[config.mk]
export PLATFORM = sky130hd
export DESIGN_NAME = serial_xfer_scheduler
export DESIGN_NICKNAME = d
export VERILOG_FILES = /design/src/rtl/serial_xfer_scheduler.sv
export SDC_FILE = /design/constraint.sdc
export NUM_CORES = 1
export LEC_CHECK = 0
export ABC_AREA = 1
export BUFFER_PORTS_ARGS = -buffer_cell sky130_fd_sc_hd__buf_2
export CAP_MARGIN = 20
export CORE_UTILIZATION = 35
export DETAILED_ROUTE_END_ITERATION = 8
export PLACE_DENSITY_LB_ADDON = 0.25
export RECOVER_POWER = 25
export SYNTH_ARGS = -nofsm -noshare
export SYNTH_HDL_FRONTEND = slang
export SYNTH_SLANG_ARGS = --single-unit
[constraint.sdc]
create_clock -name clk -period 1.5 [get_ports clk]
set_input_delay 0.3 -clock clk [delete_from_list [all_inputs] [get_ports clk]]
set_output_delay 0.3 -clock clk [all_outputs]
set_load 0.005 [all_outputs]
[src/rtl/serial_xfer_scheduler.sv]
// Round-robin scheduler that time-shares the serial A-in / B-latch / C-out
// datapath between NREQ requesters, one full transaction per grant.
module serial_xfer_scheduler #(
  parameter int unsigned NREQ    = 2,
  parameter int unsigned A_BEATS = 4,
  parameter int unsigned C_BEATS = 4
) (
  input  logic            clk,
  input  logic            rst_n,
  input  logic [NREQ-1:0] req,
  input  logic            abort,
  output logic [NREQ-1:0] gnt,
  output logic [1:0]      sel,
  output logic            busy,
  output logic [NREQ-1:0] done,
  output logic            latchB,
  output logic            shiftA,
  output logic            latchC,
  output logic            shiftC,
  output logic            startC
);

  localparam int unsigned CW = 4;
  localparam int unsigned IW = (NREQ > 2) ? 2 : 1;

  localparam logic [2:0] S_IDLE   = 3'd0;
  localparam logic [2:0] S_LOADB  = 3'd1;
  localparam logic [2:0] S_SHIFTA = 3'd2;
  localparam logic [2:0] S_LATCHC = 3'd3;
  localparam logic [2:0] S_SENDC  = 3'd4;
  localparam logic [2:0] S_DONE   = 3'd5;

  logic [2:0]      state_q, state_d;
  logic [CW-1:0]   cnt_q, cnt_d;
  logic [1:0]      owner_q, owner_d;
  logic [1:0]      last_q, last_d;

  logic [NREQ-1:0] gnt_q, gnt_d;
  logic [1:0]      sel_q, sel_d;
  logic            busy_q, busy_d;
  logic [NREQ-1:0] done_q, done_d;
  logic            latchb_q, latchb_d;
  logic            shifta_q, shifta_d;
  logic            latchc_q, latchc_d;
  logic            shiftc_q, shiftc_d;
  logic            startc_q, startc_d;

  logic            pick_found_c;
  logic [1:0]      pick_c;
  int unsigned     rr_idx;
  logic [NREQ-1:0] oh_d;

  // Round-robin search starting just after the last owner, with wrap.
  always_comb begin
    pick_found_c = 1'b0;
    pick_c       = 2'd0;
    rr_idx       = 0;
    for (int unsigned i = 1; i <= NREQ; i++) begin
      rr_idx = (32'(last_q) + i) % NREQ;
      if (!pick_found_c && req[IW'(rr_idx)]) begin
        pick_found_c = 1'b1;
        pick_c       = 2'(rr_idx);
      end
    end
  end

  // Next state, beat counter, owner and priority pointer.
  always_comb begin
    state_d = state_q;
    cnt_d   = cnt_q;
    owner_d = owner_q;
    last_d  = last_q;
    case (state_q)
      S_IDLE: begin
        cnt_d = '0;
        if (pick_found_c) begin
          owner_d = pick_c;
          state_d = S_LOADB;
        end
      end
      S_LOADB: begin
        cnt_d   = '0;
        state_d = S_SHIFTA;
      end
      S_SHIFTA: begin
        if (cnt_q == CW'(A_BEATS - 1)) begin
          cnt_d   = '0;
          state_d = S_LATCHC;
        end else begin
          cnt_d = cnt_q + CW'(1);
        end
      end
      S_LATCHC: begin
        cnt_d   = '0;
        state_d = S_SENDC;
      end
      S_SENDC: begin
        if (cnt_q == CW'(C_BEATS - 1)) begin
          cnt_d   = '0;
          state_d = S_DONE;
        end else begin
          cnt_d = cnt_q + CW'(1);
        end
      end
      S_DONE: begin
        last_d  = owner_q;
        state_d = S_IDLE;
      end
      default: begin
        cnt_d   = '0;
        state_d = S_IDLE;
      end
    endcase
    // Abort drops the transaction silently; the aborted owner loses priority.
    if (abort && (state_q != S_IDLE) && (state_q != S_DONE)) begin
      state_d = S_IDLE;
      cnt_d   = '0;
      last_d  = owner_q;
    end
  end

  // Output decode from next-state values so every output is a flop.
  always_comb begin
    oh_d     = NREQ'(1) << owner_d;
    busy_d   = (state_d != S_IDLE);
    gnt_d    = busy_d ? oh_d : '0;
    sel_d    = busy_d ? owner_d : 2'd0;
    done_d   = (state_d == S_DONE) ? oh_d : '0;
    latchb_d = (state_d == S_LOADB);
    shifta_d = (state_d == S_SHIFTA);
    latchc_d = (state_d == S_LATCHC);
    shiftc_d = (state_d == S_SENDC);
    startc_d = (state_d == S_SENDC) && (cnt_d == '0);
  end

  // State and output registers.
  always_ff @(posedge clk or negedge rst_n) begin
    if (!rst_n) begin
      state_q  <= S_IDLE;
      cnt_q    <= '0;
      owner_q  <= 2'd0;
      last_q   <= 2'(NREQ - 1);
      gnt_q    <= '0;
      sel_q    <= 2'd0;
      busy_q   <= 1'b0;
      done_q   <= '0;
      latchb_q <= 1'b0;
      shifta_q <= 1'b0;
      latchc_q <= 1'b0;
      shiftc_q <= 1'b0;
      startc_q <= 1'b0;
    end else begin
      state_q  <= state_d;
      cnt_q    <= cnt_d;
      owner_q  <= owner_d;
      last_q   <= last_d;
      gnt_q    <= gnt_d;
      sel_q    <= sel_d;
      busy_q   <= busy_d;
      done_q   <= done_d;
      latchb_q <= latchb_d;
      shifta_q <= shifta_d;
      latchc_q <= latchc_d;
      shiftc_q <= shiftc_d;
      startc_q <= startc_d;
    end
  end

  assign gnt    = gnt_q;
  assign sel    = sel_q;
  assign busy   = busy_q;
  assign done   = done_q;
  assign latchB = latchb_q;
  assign shiftA = shifta_q;
  assign latchC = latchc_q;
  assign shiftC = shiftc_q;
  assign startC = startc_q;

endmodule
# Yosys cells after proc, flatten, opt, wreduce, memory -nomap -nowiden
# Cells that the tools add are included.
dict set report classes {
  n_addsub 3
  mul 0
  n_div 0
  order_cmp 2
  eq_ne 12
  n_shift 1
  mux 23
  bitwise 0
  n_reduce_logical 11
}
# operator count
set op_table {}
lappend op_table {{case mux 3 bit (5 select lines)} 1}
lappend op_table {{equality test 3 x 2 -> 1 bit (second input constant)} 4}
lappend op_table {{equality test 3 bit (second input constant)} 4}
lappend op_table {{2-to-1 mux 3 bit} 4}
lappend op_table {{2-to-1 mux 1 bit} 10}
lappend op_table {{2-to-1 mux 2 bit} 5}
lappend op_table {{2-to-1 mux 4 bit} 2}
lappend op_table {{case mux 4 bit (2 select lines)} 1}
lappend op_table {{equality test 3 x 1 -> 1 bit (second input constant)} 2}
lappend op_table {{nonzero test 3 bit} 2}
lappend op_table {{adder 4 x 1 -> 4 bit (second input constant)} 1}
lappend op_table {{equality test 4 x 2 -> 1 bit (second input constant)} 1}
lappend op_table {{logical AND 1 bit} 4}
lappend op_table {{zero test 4 bit} 1}
lappend op_table {{< comparator 1 x 2 -> 1 bit (second input constant)} 2}
lappend op_table {{zero test 3 bit} 1}
lappend op_table {{inequality test 3 bit (second input constant)} 1}
lappend op_table {{adder 1 bit (second input constant)} 2}
lappend op_table {{nonzero test 2 bit} 1}
lappend op_table {{OR reduction 2 bit} 1}
lappend op_table {{left shift 1 x 2 -> 2 bit (first input constant)} 1}
lappend op_table {{zero test 1 bit} 1}
dict set report word_totals {
  reg_bits 22
  latchBits 0
  mem_bits_rw 0
  rom_bits 0
  in_bits 5
  output_inout_bits 12
  wordCells 65
  memories 0
}

# Depth between registers and ports, before layout
dict set report logic_depth {
  word_depth 12
  depth_mapped 10
  mapped_depth_nobuf 10
}

# Worst setup path before layout
# OpenSTA, ideal clock, no wires.
dict set report synth_timing {
  path_type {reg2reg}
  start {reg state_q[1]}
  end {reg done_q[0] (netlist: done[0])}
  setup_ns 0.071
  arrival_ns 1.155
  setup_slack_ns 0.274
  path_stages_with_launch 10
  path_buffers 0
  synth_period_minus_slack_ns 1.226
  cell_sequence {dfrtp_1 nor2_4 nand2_4 nor2_8 inv_4 nand2_2 inv_2 nor2_4 inv_2 nor2_1}
}
# item line_no
set synth_lines {}
lappend synth_lines {{start, declared} 33} ;# logic [2:0] state_q, state_d;
lappend synth_lines {{start signal, assigned} 153} ;# state_q <= state_d;
lappend synth_lines {{zero test 3 bit} 73} ;# case (state_q)
lappend synth_lines {{2-to-1 mux 2 bit} 73}
lappend synth_lines {{net owner_d[1]} 35} ;# logic [1:0] owner_q, owner_d;
lappend synth_lines {{left shift 1 x 2 -> 2 bit} 124} ;# oh_d = NREQ'(1) << owner_d;
lappend synth_lines {{2-to-1 mux 2 bit} 128} ;# done_d = (state_d == S_DONE) ? oh_d : '0;
lappend synth_lines {{net done_d[0]} 41} ;# logic [NREQ-1:0] done_q, done_d;
lappend synth_lines {{end signal, assigned} 160} ;# done_q <= done_d;
lappend synth_lines {{end, declared} 41}
# The timed path passes the listed nets, and every way through them passes these cells.
# A chain may end at the register's enable or synchronous reset.

# Worst setup path in the final report
dict set report layout_timing {
  start {reg state_q[0]}
  end {reg done_q[0] (netlist: done[0])}
}
dict set report layout_via {
  elab_chain_len 6
}
# item line_no
set layout_lines {}
lappend layout_lines {{branches (longest 3 deep; another with case mux 3 bit (5 select lines))} -}
lappend layout_lines {{2-to-1 mux 3 bit *} 115} ;# if (abort && (state_q != S_IDLE) && (state_q != S_DONE)) begin
lappend layout_lines {{net state_d[0]} 33}
lappend layout_lines {{equality test 3 bit *} 128}
lappend layout_lines {{2-to-1 mux 2 bit *} 128}
lappend layout_lines {{net done_d[0]} 41}
# Mark *: on every way through the listed nets, which the timed path passes.

==> summary.txt <==
Clock tree
  – Clock transition at path regs: 120 ps
  – Longest Clk Path Bufs: 2
  – Cts bufs inserted: 3
  – Clk sink count: 22
  – H-tree depth: 1
  – Clk root buf: clkbuf_4
  – Worst skew pair latency: 310 ps
  – TritonCTS clock tree: yes

Global routing
  – Largest net degree at the start of global routing: 23
  – Remaining Overflow, GRT: 0
  – Initial antenna violation count: 0
  – Total GRT Usage: 12.3%
  – First-pass GRT wire length: 2930 um
  – Number of global-route vias before repair: 698

Synth
  – Area contributors post-synth: dfrtp_1, nand2_1, inv_1
  – Post-synthesis register bit count: 22
  – Mapped Cells: 114
  – Syn Nets: 120
  – Post-Syn Area: 1040 um^2
  – Seq/Total Area, Yosys: 53.0%
  – Syn Area/Cell: 9.13 um^2
  – Area leader, netlist: dfrtp_1
  – Top-area cell type share of the netlist area: 50.5%
  – Cell variety after synth: 20
  – Yosys Warn Count: 0

Drt
  – TritonRoute pass-1 iters: 4
  – Via/cell ratio: 4.49
  – Routed len/inst: 10.1 um
  – Antenna-violating nets left: 0
  – Vias: 749
  – Detailed Route Iter0 Violations: 25
  – DRC Markers: 0
  – Routed WL: 1690 um

Power and ir drop
  – Pwr dens: 1910 nW/um^2
  – Overall power: 2.35 mW
  – Leak: 0.744 nW
  – Max IR drop VDD: 1.02 mV

Die
  – Total die area: 3200 um^2
  – Die width: 56.5 um
  – Num rows: 19
  – Starting Density: 37.4%
  – Core area: 2780 um^2
  – Boundary pin count: 17
  – Die H: 56.5 um

Finish
  – Ratio of cells with drive above 1 in the final layout: 31.6%
  – Fin cells: 167
  – Antenna diodes: 0
  – Syn-to-layout area delta: 18.4%
  – Design area: 1230 um^2
  – Final core occ: 44.3%
  – Nets: 143

Setup path
  – Critical path cell sequence: nor2_4 > nand2_4 > nor2_8 > inv_4 > nand2_2 > nand2_4 > inv_2 > nand3_2 > nor2_1
  – WP data required: 1740 ps
  – Worst-path fanout max: 5
  – Most common cell on crit path: nand2_4
  – Slowest cell on crit path: dfrtp_2
  – Startpoint types: flip-flop
  – Setup CP Type: reg -> reg
  – CP endpoint kind: flip-flop
  – WP data arrival: 1590 ps
  – Slowest Stage Delay on Critical Path: 460 ps

Placed design
  – Routability cong.: 0.784
  – DPL Wire Length: 1270 um
  – Placed Cells: 161
  – Area after DPL: 1160 um^2
  – PortBufs: 16

Timing
  – Fmax: 740 MHz
  – Min Tclk post-route: 1350 ps
  – Fin Setup TNS: 0 ps
  – Final Setup Violations: 0
  – Final Cycle Share: 90.0%
  – RSZ-0062 raised after global routing: false
  – Worst-margin pin slew: 522 ps
  – Hold Vio Cnt, Final: 0
  – Slew Viols, Final: 0
  – Final Skew: 9.64 ps
  – Worst slew margin: 65.2%

Job
  – Number of max-cap violations: 0

Status
  – Outcome: finished clean

Hold path
  – HP Class: in -> reg
==> critical path: cells and delay by family (launching register included) <==
kind	cells	cell delay [ps]
flops	1	460
simple gates	7	690
buf+inv	2	120
==> Yosys cell counts, drive strengths merged <==
| cell | count |
|---|---|
| nor2 | 10 |
| o21ai | 3 |
| ha | 1 |
| dfstp | 1 |
| nand3 | 14 |
| nand4 | 2 |
| nand2 | 36 |
| dfrtp | 21 |
| inv | 24 |
| a21oi | 1 |
| or3 | 1 |
==> repair_timing <==
action	in CTS	in global routing
buffers inserted	0	1
endpoints found under the hold margin	21	0
hold buffers	1	0
endpoints found under the setup margin	0	1
resized for setup	0	2
==> flip-flops by register name, indices dropped and copies added, names as in the netlist, 2 cells and up <==
name and flops:
cnt_q 4, sel 2, gnt 2, owner_q 2, state_q 3, done 2
==> layout make-up <==
| cell class | count | area, um^2 |
|---|---|---|
| flip-flops and latches | 22 | 554 |
| fillers | 269 | 1550 |
| clock inverters | 1 | 30.0 |
| repair buffers | 18 | 97.6 |
| clock buffers | 3 | 22.5 |
| multi-input cells | 68 | 397 |
| well taps | 31 | 38.8 |
| inverters | 24 | 92.6 |
==> per-stage QoR <==
stage | hold slack, ps | setup WS, ps
2_1_floorplan | 4.41 | 274
3_3_place_gp | 278 | 162
3_5_place_dp | 285 | 149
4_1_cts | 343 | 105
5_1_grt | 332 | 6.41
6_report | 344 | 149
==> power breakdown <==
group / switching (mW) / internal [mW] / total, mW / leakage (nW)
clock: 0.173 / 0.270 / 0.443 / 0.0279
combinational: 0.652 / 0.382 / 1.03 / 0.427
sequential: 0.0967 / 0.776 / 0.873 / 0.288
==> layout by cell type (no fill, tap or decap), types with 2 or more instances in the layout <==
cell,n
nor2_4,2
nand2_4,2
nor2_1,7
nand4_1,2
nand2_2,2
inv_1,18
dfrtp_1,19
nand3_1,10
nand2_1,32
dfrtp_2,2
inv_2,5
o21ai_0,2
nand3_4,2
nand3_2,2
buf_2,15
clkbuf_4,3
==> worst paths after layout <==
check,to,startpoint,slack [ps],depth (start not counted)
worst max register to register,done[0],state_q[0],150,9
worst min register to register,last_q[0],last_q[0],520,2
worst min-delay path,last_q[0],abort,340,4
worst max-delay path,done[0],state_q[0],150,9
min in group asynchronous,sel[1],rst_n,480,2
max in group asynchronous,state_q[1],rst_n,640,2
==> cell families (layout without fill, tap and decap cells) <==
logic type               count (synthesis)  in the layout  synth area share (%)
AO/OA/AOI/OAI                            4              4                  3.00
adder cells (fa/ha/maj)                  1              1                  1.20
buffers and inverters                   24             46                  8.89
flip-flops                              22             22                  53.0
AND/OR/NAND/NOR                         63             63                  33.9
==> per-layer routing <==
metal / GRT usage [%] / wire length (um) / vias up
met4: 9.41 / 51 / 0
li1: - / - / 389
met1: 16.1 / 828 / 344
met2: 17.8 / 751 / 12
met5: 0 / 0 / -
met3: 2.30 / 54 / 4
No activity file was read; power rests on OpenSTA's default activity.
